File: config.mk
export PLATFORM = sky130hd
export DESIGN_NAME = dtcore32_mem_arbiter
export DESIGN_NICKNAME = d
export VERILOG_FILES = /design/src/rtl/dtcore32_mem_arbiter.sv
export SDC_FILE = /design/constraint.sdc
export NUM_CORES = 1
export LEC_CHECK = 0
export BUFFER_PORTS_ARGS = -buffer_cell sky130_fd_sc_hd__buf_2
export CAP_MARGIN = 25
export CORE_AREA = 2 2 109 111
export CTS_CLUSTER_DIAMETER = 200
export DETAILED_ROUTE_END_ITERATION = 10
export DIE_AREA = 0 0 111 113
export PLACE_DENSITY = 0.49
export SLEW_MARGIN = 20
export SYNTH_ARGS = -nofsm -noshare
export SYNTH_HDL_FRONTEND = slang
export SYNTH_SLANG_ARGS = --single-unit
File: constraint.sdc
create_clock -name clk_i -period 1.8 [get_ports clk_i]
set_input_delay 0.18 -clock clk_i [delete_from_list [all_inputs] [get_ports clk_i]]
set_output_delay 0.18 -clock clk_i [all_outputs]
set_load 0.05 [all_outputs]
File: src/rtl/dtcore32_mem_arbiter.sv
// dtcore32_mem_arbiter: shares one memory bus port between fetch and data, one transaction in flight
module dtcore32_mem_arbiter #(
  parameter int STARVE_LIMIT   = 4,
  parameter int TIMEOUT_CYCLES = 255
) (
  input  logic        clk_i,
  input  logic        rst_i,
  input  logic        imem_req_i,
  input  logic [31:0] imem_addr_i,
  input  logic        imem_kill_i,
  output logic [31:0] imem_rdata_o,
  output logic        imem_rvalid_o,
  output logic        imem_err_o,
  output logic        imem_busy_o,
  input  logic        dmem_req_i,
  input  logic        dmem_we_i,
  input  logic [3:0]  dmem_wstrb_i,
  input  logic [31:0] dmem_addr_i,
  input  logic [31:0] dmem_wdata_i,
  output logic [31:0] dmem_rdata_o,
  output logic        dmem_rvalid_o,
  output logic        dmem_err_o,
  output logic        dmem_busy_o,
  output logic        bus_req_o,
  output logic        bus_we_o,
  output logic [3:0]  bus_wstrb_o,
  output logic [31:0] bus_addr_o,
  output logic [31:0] bus_wdata_o,
  input  logic        bus_gnt_i,
  input  logic        bus_rvalid_i,
  input  logic [31:0] bus_rdata_i
);
  typedef enum logic [1:0] {IDLE, ADDR, RESP} state_t;
  state_t state, state_n;
  logic src, src_n, drop, drop_n;
  logic [3:0] starve_cnt, starve_n;
  logic [7:0] tmo_cnt, tmo_n;
  logic imem_act, win_d, win_i, sel_i, req, done, tmo;
  assign imem_act = imem_req_i & ~imem_kill_i;
  assign win_d = (state == IDLE) & ~rst_i & dmem_req_i & ((starve_cnt < 4'(STARVE_LIMIT)) | ~imem_act);
  assign win_i = (state == IDLE) & ~rst_i & ~win_d & imem_act;
  assign done = (state == RESP) & ~rst_i & bus_rvalid_i;
  assign tmo = (TIMEOUT_CYCLES != 0) & (state != IDLE) & ~rst_i & ~done & (tmo_cnt == 8'(TIMEOUT_CYCLES - 1));
  assign sel_i = (state == IDLE) ? win_i : src;
  assign req = win_d | win_i | ((state == ADDR) & ~rst_i);
  always_ff @(posedge clk_i) begin
    if (rst_i) begin
      state      <= IDLE;
      src        <= 1'b0;
      drop       <= 1'b0;
      starve_cnt <= '0;
      tmo_cnt    <= '0;
    end else begin
      state      <= state_n;
      src        <= src_n;
      drop       <= drop_n;
      starve_cnt <= starve_n;
      tmo_cnt    <= tmo_n;
    end
  end
  always_comb begin
    state_n  = (state == IDLE) ? ((win_d | win_i) ? (bus_gnt_i ? RESP : ADDR) : IDLE) :
               (done | tmo) ? IDLE : ((state == ADDR) & bus_gnt_i) ? RESP : state;
    src_n    = (win_d | win_i) ? win_i : src;
    drop_n   = (state != IDLE) & ~(done | tmo) & (drop | (imem_kill_i & src));
    starve_n = win_i ? 4'd0 : (win_d & imem_act) ? starve_cnt + 4'd1 : starve_cnt;
    tmo_n    = (state == IDLE) ? 8'd0 : tmo_cnt + 8'd1;
  end
  always_comb begin
    bus_req_o     = req;
    bus_we_o      = req & ~sel_i & dmem_we_i;
    bus_wstrb_o   = (req & ~sel_i) ? dmem_wstrb_i : 4'd0;
    bus_addr_o    = req ? (sel_i ? imem_addr_i : dmem_addr_i) : 32'd0;
    bus_wdata_o   = (req & ~sel_i) ? dmem_wdata_i : 32'd0;
    imem_rdata_o  = bus_rdata_i;
    dmem_rdata_o  = bus_rdata_i;
    imem_rvalid_o = done & src & ~drop & ~imem_kill_i;
    dmem_rvalid_o = done & ~src;
    imem_err_o    = tmo & src & ~drop & ~imem_kill_i;
    dmem_err_o    = tmo & ~src;
    imem_busy_o   = ~rst_i & imem_act & ~imem_rvalid_o & ~imem_err_o;
    dmem_busy_o   = ~rst_i & dmem_req_i & ~dmem_rvalid_o & ~dmem_err_o;
  end
endmodule

* After elaboration in Yosys (flattened, before gate mapping)
Cells that the tools add are included.
** Storage, ports and cells
- Register bits :: 16
- Bits in latches :: 0
- Memory bits (writable) :: 0
- Bits in read-only memories :: 0
- Bits of input ports :: 140
- Output and inout port bits :: 140
- Word-level logic and storage cells :: 77
- Memories kept :: 0
** Operators by class
- Add/subtract/negate cells :: 2
- Multipliers :: 0
- Div/mod/pow operators :: 0
- Magnitude comparators :: 1
- Eq/ne operators :: 3
- Shift operators :: 0
- Mux-type cells :: 10
- Bitwise operators :: 51
- Reductions and logical operators :: 5
** Operator list (number)
- $mux W32 :: 3
- $and A1 B1 Y1 :: 33
- $not A1 Y1 :: 13
- $mux W2 :: 5
- $add A8 B1 Y8 const B :: 1
- $eq A8 B8 Y1 const B :: 1
- $or A1 B1 Y1 :: 5
- $add A4 B1 Y4 const B :: 1
- $lt A4 B3 Y1 const B :: 1
- $mux W4 :: 1
- $reduce_or A2 Y1 :: 2
- $reduce_bool A3 Y1 :: 1
- $eq A2 B1 Y1 const B :: 1
- $eq A2 B2 Y1 const B :: 1
- $logic_not A2 Y1 :: 1
- $reduce_bool A2 Y1 :: 1
- $mux W1 :: 1

* Longest topological paths before layout
- Word-level depth :: 12
- Mapped depth :: 7
- Depth with buffers taken out :: 6

* Least setup slack after synthesis
OpenSTA, ideal clock, no wires.
- Path kind :: register to output
- From :: register state[0]
- To :: output port bus_addr_o[0]
- Arrival :: 2.351 ns
- Required time :: 1.620 ns
- Slack :: -0.731 ns
- Cell stages (with the launch flop) :: 5
- Path buffers :: 0
- Cells stage by stage :: dfxtp_1 > or2_1 > a2111o_1 > and2_4 > o21ai_0
** On the way
- Longest elaborated chain between the ends :: 10
- Elaborated cells between the ends (all ways) :: 14
- Those cells by class :: eq/ne: 1; mux: 3; bitwise: 9; reduce/logical: 1
** Ends and longest elaborated chain
- from (decl) :: RTL line 34 : state_t state, state_n;
- from (signal assigned) :: RTL line 54 : state <= state_n;
- $logic_not A2 Y1 :: RTL line 40, 41, 44
- $and A1 B1 Y1 :: RTL line 40, 41
- $and A1 B1 Y1 (2 in series) :: RTL line 40 : assign win_d = (state == IDLE) & ~rst_i & dmem_req_i & ((starve_cnt < 4'(STARVE_LIMIT)) | ~imem_act);
- $not A1 Y1 :: RTL line 41 : assign win_i = (state == IDLE) & ~rst_i & ~win_d & imem_act;
- $and A1 B1 Y1 (2 in series) :: RTL line 41
- $mux W1 / $or A1 B1 Y1 (equally long branches) :: RTL line 44, 45
- $mux W32 / $or A1 B1 Y1 (equally long branches) :: RTL line 73, 45
- $mux W32 * :: RTL line 73 : bus_addr_o = req ? (sel_i ? imem_addr_i : dmem_addr_i) : 32'd0;
- to (decl) :: RTL line 27 : output logic [31:0] bus_addr_o,
Every way passes the cells marked *; elsewhere a longest branch is shown, timed or not.

* Worst setup path after layout
- From :: register state[1]
- To :: output port bus_addr_o[26]
The elaborated chain is that of the path after synthesis.

==> flow_summary_export.csv <==
group,metric,value,unit
logic_synthesis,synth_top_area_cell,"buf_4",
logic_synthesis,synthCells,316,
critical_path,ff2ff_path_depth,6,
finish,syn_to_final_growth,111,%
critical_path,critPathCaptureType,"primary output",
cts,insertion_delay,240,ps
sta,fin_setup_tns,-9510,ps
logic_synthesis,synth_nets,459,
cts,cts_root_buffer,"clkbuf_16",
power,p_total,0.00235,W
logic_synthesis,synthTopCellsByCount,"65 x buf_4, 38 x nand2_1, 37 x and2_1",
detailed_routing,dr_total_vias,2749,
critical_path,rrSetupSlack,420,ps
cts,numCtsBuffers,3,
min_path,min_from,"bus_gnt_i",
finish,final_cell_count_no_fill,600,
placement,place_hpwl,6.93,mm
critical_path,r2r_end,"starve_cnt[0]",
die,ioPinCount,280,
critical_path,path_max_fanout,7,
logic_synthesis,ys_seq_elements,16,
logic_synthesis,syn_area_per_cell,6.66,sq um
finish,layout.nets,602,
die,coreArea,11300,sq um
sta,clock.fmax,0.493,GHz
grt,gr-total-overflow,0,
power,cell_internal_pwr,0.00134,W
logic_synthesis,async_flop_share,0,%
sta,fin_crit,2030,ps
placement,portBuffers,183,
detailed_routing,drt_iter0_markers,93,
grt,grt_max_degree,36,
sta,tightest_slew,292,ps
logic_synthesis,synthesis.area,2100,sq um
power,netSwitchingFraction,42.9,%
finish,multi_input_area,1740,sq um
min_path,hold-path-endpoint,"state[1]",
run,max_cap_viol_count,0,
cts,hold_buffers,0,
detailed_routing,drc,0,
logic_synthesis,ys_seq_area_share,15.2,%
sta,slew_headroom,80.5,%
grt,grt_pass1_wl,14.0,mm
sta,slew_violations,0,
detailed_routing,vias_per_cell,4.58,
logic_synthesis,post_synth_num_cell_types,34,
power,pwr-share-seq,15.9,%
power,netSwitchingPower,0.00101,W
min_path,hold_depth,3,
finish,antenna_cells,0,
logic_synthesis,yosys.area.top_type_share,23.2,%
grt,track_usage,13.5,%
critical_path,crit_required,1620,ps
power,p_per_area,529,nW/um^2
critical_path,arrival,1850,ps
run_status,status,"complete, but fails checks",
die,die-area,12500,sq um
cts,cts_max_path_buffers,2,
detailed_routing,drtAntennaViolNets,0,
sta,rsz0062_at_grt,"yes",
power,p_comb_share,66.1,%
power,vdd_ir_drop_max,302,uV
finish,regArea,328,sq um
cts,cts_tree,"built",
critical_path,critical_path_class,"reg -> out",
finish,drive_gt1_share,69.6,%
critical_path,r2r-start,"state[0]",
sta,min_period_over_period,113,%
detailed_routing,drt-total-wl,9.82,mm
cts,htreeDepth,1,
logic_synthesis,yosysWarnings,0,
power,clkPwrFrac,18.0,%
cts,clk_pin_slew,50,ps
placement,routabilityCongestion,0.768,
finish,fillerInstances,1121,
placement,post-place-ws,-53.8,ps
cts,numClockSinks,16,
die,start_util,18.7,%
sta,finClkSkew,2.04,ps
grt,antenna_found_initial,0,
power,cellLeakagePower,1.95,nW
die,die_width,111,um
logic_synthesis,synth.most_common_cell,"buf_4",
logic_synthesis,synthFlopType,"dfxtp_1",
sta,hold_violations,0,
detailed_routing,first_pass_iters,4,
logic_synthesis,synth_edf_count,0,
logic_synthesis,synthTopCellsByArea,"buf_4 23%, dfxtp_1 15%, and2_1 11%",
min_path,hold_path.class,"in -> reg",
die,die-height,113,um
critical_path,startpoint_type,"flop",
placement,dp.cells,584,
sta,setup_viol,69,
grt,grt_pass1_vias,2846,
die,num_rows,39,
sta,setup_slack,-228,ps
run_status,violations,"setup timing",
detailed_routing,post_drt_wl_per_cell,16.4,um
## worst max path at each step
stage | startpoint | endpoint
2_1_floorplan | state[1] | bus_addr_o[0]
3_3_place_gp | state[1] | bus_addr_o[10]
3_5_place_dp | state[1] | bus_addr_o[6]
4_1_cts | state[1] | bus_addr_o[29]
5_1_grt | state[1] | bus_addr_o[21]
6_report | state[1] | bus_addr_o[26]
## final cells by class
| class | instances | share of cell area [%] |
|---|---|---|
| Timing Repair Buffer | 223 | 47.3 |
| Multi-Input combinational cell | 210 | 39.1 |
| Sequential cell | 16 | 7.39 |
| Tap cell | 143 | 4.03 |
| Clock buffer | 3 | 1.69 |
| Inverter | 5 | 0.423 |
## cells by family after synthesis
group | synth area share [%]
and+or+nand+nor | 36.9
AOI/OAI and AO/OA | 14.4
xor gates and xnor gates | 2.50
buffers and inverters | 29.2
DFF | 15.2
adders and majority gates | 1.78
## what timing repair did
item	4_1_cts	5_1_grt
gates cloned	3	7
pin swaps	1	25
setup endpoints to repair	74	74
gates resized for setup	229	33
setup buffers	3	1
## cell usage in the layout (no fill, tap or decap), types with 9 or more instances in the layout
| cell type | count |
|---|---|
| buf_2 | 109 |
| buf_8 | 40 |
| buf_6 | 39 |
| and2_4 | 38 |
| nand2_1 | 37 |
| nand4_1 | 34 |
| o21ai_4 | 31 |
| buf_4 | 17 |
| nor2_1 | 14 |
| a21oi_1 | 11 |
| dfxtp_1 | 10 |
| clkbuf_16 | 9 |
## stage by stage
| stage | hold WS, ps | cell area (sq um) | util (%) |
|---|---|---|---|
| global route | 218 | 4440 | 39.4 |
| finish | 209 | 4440 | 39.4 |
| global placement | 360 | 3310 | 29.3 |
| CTS | 205 | 4180 | 37.1 |
| floorplan | 315 | 2520 | - |
| detailed placement | 360 | 3310 | 29.3 |
## state kept, by name, summed over array words and instances, names as in the netlist
| name | count |
|---|---|
| tmo_cnt | 8 |
| starve_cnt | 4 |
| state | 2 |
| src | 1 |
| drop | 1 |
## routing by layer
| metal | track usage [%] | vias up | part of all wire (%) |
|---|---|---|---|
| li1 | - | 1302 | - |
| met1 | 14.1 | 1272 | 36 |
| met2 | 27.0 | 151 | 55 |
| met3 | 2.57 | 24 | 6.2 |
| met4 | 4.50 | 0 | 2.3 |
| met5 | 0 | - | 0 |
## worst max-delay path, stage by stage (launching register included)
cell	delay (ps)
dfxtp_2	320
or2_1	230
a2111o_1	340
and2_4	210
clkbuf_16	190
o21ai_4	130
buf_6	170
## power groups by stage
stage	Sequential, W	Clock, W	Combinational (W)
final	0.000374	0.000423	0.00155
after CTS	0.000372	0.000431	0.00147
after detailed placement	0.000378	0	0.00114
after global placement	0.000378	0	0.00113
after global routing	0.000374	0.000461	0.00163
after floorplan	0.000384	0	0.00116
No activity file was read; power rests on OpenSTA's default activity.
